File: config.mk
export PLATFORM = sky130hd
export DESIGN_NAME = cpu_out_queue_flat
export DESIGN_NICKNAME = d
export VERILOG_FILES = /design/src/rtl/cpu_out_queue_if.sv /design/src/rtl/cpu_out_queue.sv /design/src/flat_wrapper.sv
export SDC_FILE = /design/constraint.sdc
export NUM_CORES = 1
export LEC_CHECK = 0
export ABC_AREA = 1
export BUFFER_PORTS_ARGS = -buffer_cell sky130_fd_sc_hd__buf_2
export CAP_MARGIN = 30
export CORE_MARGIN = 5
export CORE_UTILIZATION = 30
export DETAILED_ROUTE_END_ITERATION = 8
export GPL_TIMING_DRIVEN = 0
export PLACE_DENSITY_LB_ADDON = 0.05
export SETUP_SLACK_MARGIN = 0.2
export SKIP_LAST_GASP = 1
export SLEW_MARGIN = 15
export SYNTH_ARGS = -nofsm -noshare
export SYNTH_HDL_FRONTEND = slang
export SYNTH_SLANG_ARGS = --single-unit
File: constraint.sdc
create_clock -name clk -period 4 [get_ports clk]
set_input_delay 0 -clock clk [delete_from_list [all_inputs] [get_ports clk]]
set_output_delay 0 -clock clk [all_outputs]
set_load 0.05 [all_outputs]
File: src/rtl/cpu_out_queue_if.sv
// Dequeue-side valid/ready handshake of the cpu output queue.
// The master drives the head word and the slave accepts it.
interface cpu_out_queue_if #(
   parameter int DATA_W = 64
);
   logic              deq_valid;
   logic [DATA_W-1:0] deq_data;
   logic              deq_ready;

   modport master (output deq_valid, output deq_data, input deq_ready);
   modport slave  (input deq_valid, input deq_data, output deq_ready);
endinterface

File: src/rtl/cpu_out_queue.sv
// Show-ahead FIFO capturing cpu output words, with drop accounting and a
// drained flag once the cpu has halted and every word has been consumed.
module cpu_out_queue #(
   parameter int DEPTH  = 8,
   parameter int DATA_W = 64,
   parameter int CNT_W  = 16
) (
   input  logic                     clk,
   input  logic                     reset,
   input  logic                     out_signal,
   input  logic [DATA_W-1:0]        out_data,
   input  logic                     halt,
   cpu_out_queue_if.master          deq,
   output logic [$clog2(DEPTH):0]   count,
   output logic                     full,
   output logic                     overflow,
   output logic [CNT_W-1:0]         drop_count,
   output logic                     drained
);
   localparam int AW = $clog2(DEPTH);
   localparam int CW = AW + 1;

   logic [DATA_W-1:0] mem_q [DEPTH];
   logic [AW-1:0]     wr_ptr_q, wr_ptr_d;
   logic [AW-1:0]     rd_ptr_q, rd_ptr_d;
   logic [CW-1:0]     count_q, count_d;
   logic              overflow_q, overflow_d;
   logic [CNT_W-1:0]  drop_cnt_q, drop_cnt_d;
   logic              halt_seen_q, halt_seen_d;
   logic              is_full, pop, push_acc, push_drop;

   function automatic logic [CNT_W-1:0] sat_inc(input logic [CNT_W-1:0] v);
      return (&v) ? v : v + CNT_W'(1);
   endfunction

   always_comb begin
      is_full   = (count_q == CW'(DEPTH));
      pop       = (count_q != '0) && deq.deq_ready;
      // A full queue still accepts a word when the head leaves in the same cycle.
      push_acc  = out_signal && (!is_full || pop);
      push_drop = out_signal && is_full && !pop;

      wr_ptr_d    = wr_ptr_q;
      rd_ptr_d    = rd_ptr_q;
      count_d     = count_q;
      overflow_d  = overflow_q;
      drop_cnt_d  = drop_cnt_q;
      halt_seen_d = halt_seen_q | halt;

      if (push_acc) wr_ptr_d = wr_ptr_q + AW'(1);
      if (pop)      rd_ptr_d = rd_ptr_q + AW'(1);

      if (push_acc && !pop)      count_d = count_q + CW'(1);
      else if (pop && !push_acc) count_d = count_q - CW'(1);

      if (push_drop) begin
         overflow_d = 1'b1;
         drop_cnt_d = sat_inc(drop_cnt_q);
      end
   end

   always_ff @(posedge clk or negedge reset) begin
      if (!reset) begin
         wr_ptr_q    <= '0;
         rd_ptr_q    <= '0;
         count_q     <= '0;
         overflow_q  <= 1'b0;
         drop_cnt_q  <= '0;
         halt_seen_q <= 1'b0;
      end else begin
         wr_ptr_q    <= wr_ptr_d;
         rd_ptr_q    <= rd_ptr_d;
         count_q     <= count_d;
         overflow_q  <= overflow_d;
         drop_cnt_q  <= drop_cnt_d;
         halt_seen_q <= halt_seen_d;
      end
   end

   // Storage carries no reset; only occupancy decides what is meaningful.
   always_ff @(posedge clk) begin
      if (push_acc) mem_q[wr_ptr_q] <= out_data;
   end

   assign deq.deq_valid = (count_q != '0);
   assign deq.deq_data  = mem_q[rd_ptr_q];
   assign count         = count_q;
   assign full          = is_full;
   assign overflow      = overflow_q;
   assign drop_count    = drop_cnt_q;
   assign drained       = halt_seen_q && (count_q == '0);
endmodule
File: src/flat_wrapper.sv
// flat-port wrapper written by rule: the top's interface ports become plain ports
module cpu_out_queue_flat 
#(
   parameter int DEPTH  = 8,
   parameter int DATA_W = 64,
   parameter int CNT_W  = 16
)
  (clk, reset, out_signal, out_data, halt, count, full, overflow, drop_count, drained, deq_deq_valid, deq_deq_data, deq_deq_ready);
  cpu_out_queue_if #(.DATA_W(DATA_W)) deq_i ();
  input  logic clk;
  input  logic reset;
  input  logic out_signal;
  input  logic [DATA_W-1:0] out_data;
  input  logic halt;
  output logic [$clog2(DEPTH):0] count;
  output logic full;
  output logic overflow;
  output logic [CNT_W-1:0] drop_count;
  output logic drained;
  output wire logic [$bits(deq_i.deq_valid)-1:0] deq_deq_valid;
  output wire logic [$bits(deq_i.deq_data)-1:0] deq_deq_data;
  input wire logic [$bits(deq_i.deq_ready)-1:0] deq_deq_ready;
  assign deq_deq_valid = deq_i.deq_valid;
  assign deq_deq_data = deq_i.deq_data;
  assign deq_i.deq_ready = deq_deq_ready;
  cpu_out_queue #(.DEPTH(DEPTH), .DATA_W(DATA_W), .CNT_W(CNT_W)) u_core (.clk(clk), .reset(reset), .out_signal(out_signal), .out_data(out_data), .halt(halt), .deq(deq_i), .count(count), .full(full), .overflow(overflow), .drop_count(drop_count), .drained(drained));
endmodule
==> summary.md <==
| Metric | Value |
|---|---|
| Run status | finished clean |
| Vias in the first global route | 14700 |
| Power Density | 834 nW/µm² |
| Final-layout fill cell count | 6990 |
| Gp weighted congestion | 0.727 |
| Longest Clk Path Bufs | 3 |
| Rows | 98 |
| Vias | 14400 |
| All-Layer GR Usage | 16.7% |
| Crit path capture | deq_deq_data[5] |
| Post-synthesis sequential area ratio | 74.3% |
| Post-CTS Hold Fix Bufs | 70 |
| Critical Path AT | 3.14 ns |
| Area share of the largest cell type after synthesis | 71.1% |
| RSZ-0062 raised after global routing | false |
| Hold WS | 0.145 ns |
| Reg2reg setup slack | 1.38 ns |
| Postcts setup bufs | 0 |
| Worst Setup SP | u_core.rd_ptr_q[0] |
| CP cell instances | inv_2, buf_4, buf_2, buf_2, nor2_1, o21ai_1, nand2_1, nand2_1, buf_2 |
| P_leak | 9.72 nW |
| HPWL after detailed placement | 42100 µm |
| Maxcap violations | 0 |
| Post-cts sizing count | 0 |
| Root buffer cell | clkbuf_16 |
| Final Skew | 0.0249 ns |
| Final Util | 37.8% |
| Syn_nets | 1880 |
| Pre-CTS WS | 1.33 ns |
| Clk sink count | 540 |
| Area delta synth->final | 25.1% |
| Final setup fails | 0 |
| Via density | 4.62 |
| Final worst setup slack | 0.859 ns |
| Switch Pwr | 9.75 mW |
| Max VDD drop | 0.507 mV |
| Gate Count Post-Synth | 1804 |
| P_int | 12.8 mW |
| Headroom to the max-slew limit | 42.3% |
| Post-DP Area | 24300 µm² |
| Avg Cell Area, Syn | 12.0 µm² |
| Area contributors post-synth | edfxtp_1 (71%), nor2_1 (7.2%), o21ai_0 (6.3%), nand2_1 (5.0%), dfrtp_1 (3.2%) |
| RR Endpoint | u_core.mem_q[1][51] |
| Clock slew seen by the registers of the worst setup and hold paths | 0.06 ns |
| Initial core utilization | 30.3% |
| Synthesized area | 21600 µm² |
| Global-route wire length before repair | 98000 µm |
| DIE WIDTH | 278 µm |
| Reg2Reg Depth | 9 |
| ANT nets after route | 0 |
| Largest area contributor in the netlist | edfxtp_1 |
| Number of DRC markers in iteration 0 | 911 |
| Worst setup EP type | output port |
| H-tree depth | 3 |
| Final nets | 2203 |
| Pins over their slew limit | 0 |
| Sequential share of power | 32.0% |
| Levels on crit path | 9 |
| Buf/Inv on CP | 5 |
| Clk Latency, worst-skew pair | 0.59 ns |
| Hold Crit Start | halt |
| Die area | 77600 µm² |
| Worst Tran Pin Value | 0.866 ns |
| Per-cell routed wire length | 21.0 µm |
| Die Height | 278 µm |
| Antenna violations before repair | 5 |
| CP max-delay cell | dfrtp_1 |
| Switching part of the total | 43.2% |
| Drt total wl | 65400 µm |
| CTS buffer count | 67 |
| Buffers on Ports | 156 |
| Core area | 71500 µm² |
| Most frequent cells in the layout | edfxtp_1 (512), nor2_1 (407), nand2_1 (289), o21ai_0 (271), buf_2 (170) |
| Router iterations before antenna repair | 5 |
| Most common cell after layout, fill and taps aside | edfxtp_1 |
| Final hold violations | 0 |
| Post-synthesis register bit count | 540 |
| WP data required | 4.00 ns |
| Worst Hold Class | in -> reg |
| Crit path max-delay family | buffers and inverters |
| Reg2reg start | u_core.count[0] |
| Remaining Overflow, GRT | 0 |
| Netlist cell types | 24 |
| Combinational power share | 42.3% |
| Kind of critical path | reg -> out |
| Ratio of final minimum period to clock period | 78.5% |
| CP most frequent cell | buf_2 |
| Pin count of the biggest net entering global routing | 29 |
| Share of cells above drive strength 1 | 14.9% |
| Fmax | 318 MHz |
| Final Instance Area | 27000 µm² |
| DRC | 0 |
| I/O Pins | 157 |
| Worst Path Max Fanout | 10 |
| Yosys warning count | 0 |
| CTS tree | built |
| Clock Power Share | 25.7% |
| Final worst path period need | 3.14 ns |
| Max incr delay on CP | 0.50 ns |
| Crit start category | register |
| Setup_tns | 0 ns |
==> stage by stage <==
step	cells	power, mW
after floorplan	1804	13.5
after global placement	2910	16.9
after detailed placement	2938	17.1
after CTS	3118	23.1
after global routing	3119	24.0
final	3119	22.6
==> layer usage <==
| metal | vias to the layer above | GRT usage, % | wire, µm |
|---|---|---|---|
| met5 | - | 0 | 25 |
| li1 | 6956 | - | - |
| met1 | 7071 | 22.4 | 29500 |
| met4 | 4 | 4.03 | 1340 |
| met3 | 91 | 2.98 | 2540 |
| met2 | 280 | 28.5 | 32000 |
==> worst reg2reg max path: cells and delay by family (launching register included) <==
family,cells,cell delay (ns)
buffers and inverters,4,0.71
flip-flops,1,0.47
AND/OR/NAND/NOR,5,1.11
==> cell families (layout without fill, tap and decap cells) <==
family	Yosys count	after routing	synth area share, %
buf+inv	127	491	2.86
xor+xnor	12	12	0.486
other cells	0	1	0
simple gates	722	722	12.7
flops	540	540	74.3
mux	1	1	0.0521
fa+ha+maj	7	7	0.440
compound gates	395	395	9.14
==> power groups by stage <==
stage               registers, mW  logic, mW  clock network [mW]
global placement             7.46       9.44                   0
finish                       7.22       9.54                5.81
detailed placement           7.34       9.76                   0
floorplan                    7.53       6.01                   0
CTS                          7.22       9.84                6.00
global route                 7.28       10.5                6.22
==> flip-flops by register name, summed over array words and instances (netlist names) <==
register,count
u_core.halt_seen_q,1
u_core.mem_q,512
u_core.wr_ptr_q,3
u_core.rd_ptr_q,3
u_core.drop_count,16
u_core.overflow,1
u_core.count,4
==> worst min-delay path by stage <==
stage,to,cells past startpoint
2_1_floorplan,u_core.count[0],0
3_3_place_gp,u_core.halt_seen_q,1
3_5_place_dp,u_core.drop_count[0],1
4_1_cts,u_core.halt_seen_q,3
5_1_grt,u_core.halt_seen_q,3
6_report,u_core.halt_seen_q,3
==> synthesized netlist by cell type (all sizes together) <==
library cell / count
buf: 46
clkbuf: 55
dfrtp: 28
edfxtp: 512
fa: 1
ha: 6
inv: 26
mux2: 1
nand2: 289
nand3: 9
nand3b: 1
nand4: 4
nor2: 416
o21ai: 395
or2: 3
xnor2: 2
xor2: 10
==> area by class of cell <==
type	instances	area [µm²]	area share, %
Timing Repair Buffer	254	2110	7.80
Multi-Input combinational cell	1137	4990	18.5
Tap cell	950	1190	4.39
Inverter	26	97.6	0.361
Sequential cell	540	16100	59.4
Clock inverter	31	298	1.10
Buffer	101	520	1.92
Clock buffer	79	1760	6.52
Antenna cell	1	2.50	0.00925
Note: power is estimated with default switching activity, not from simulation.
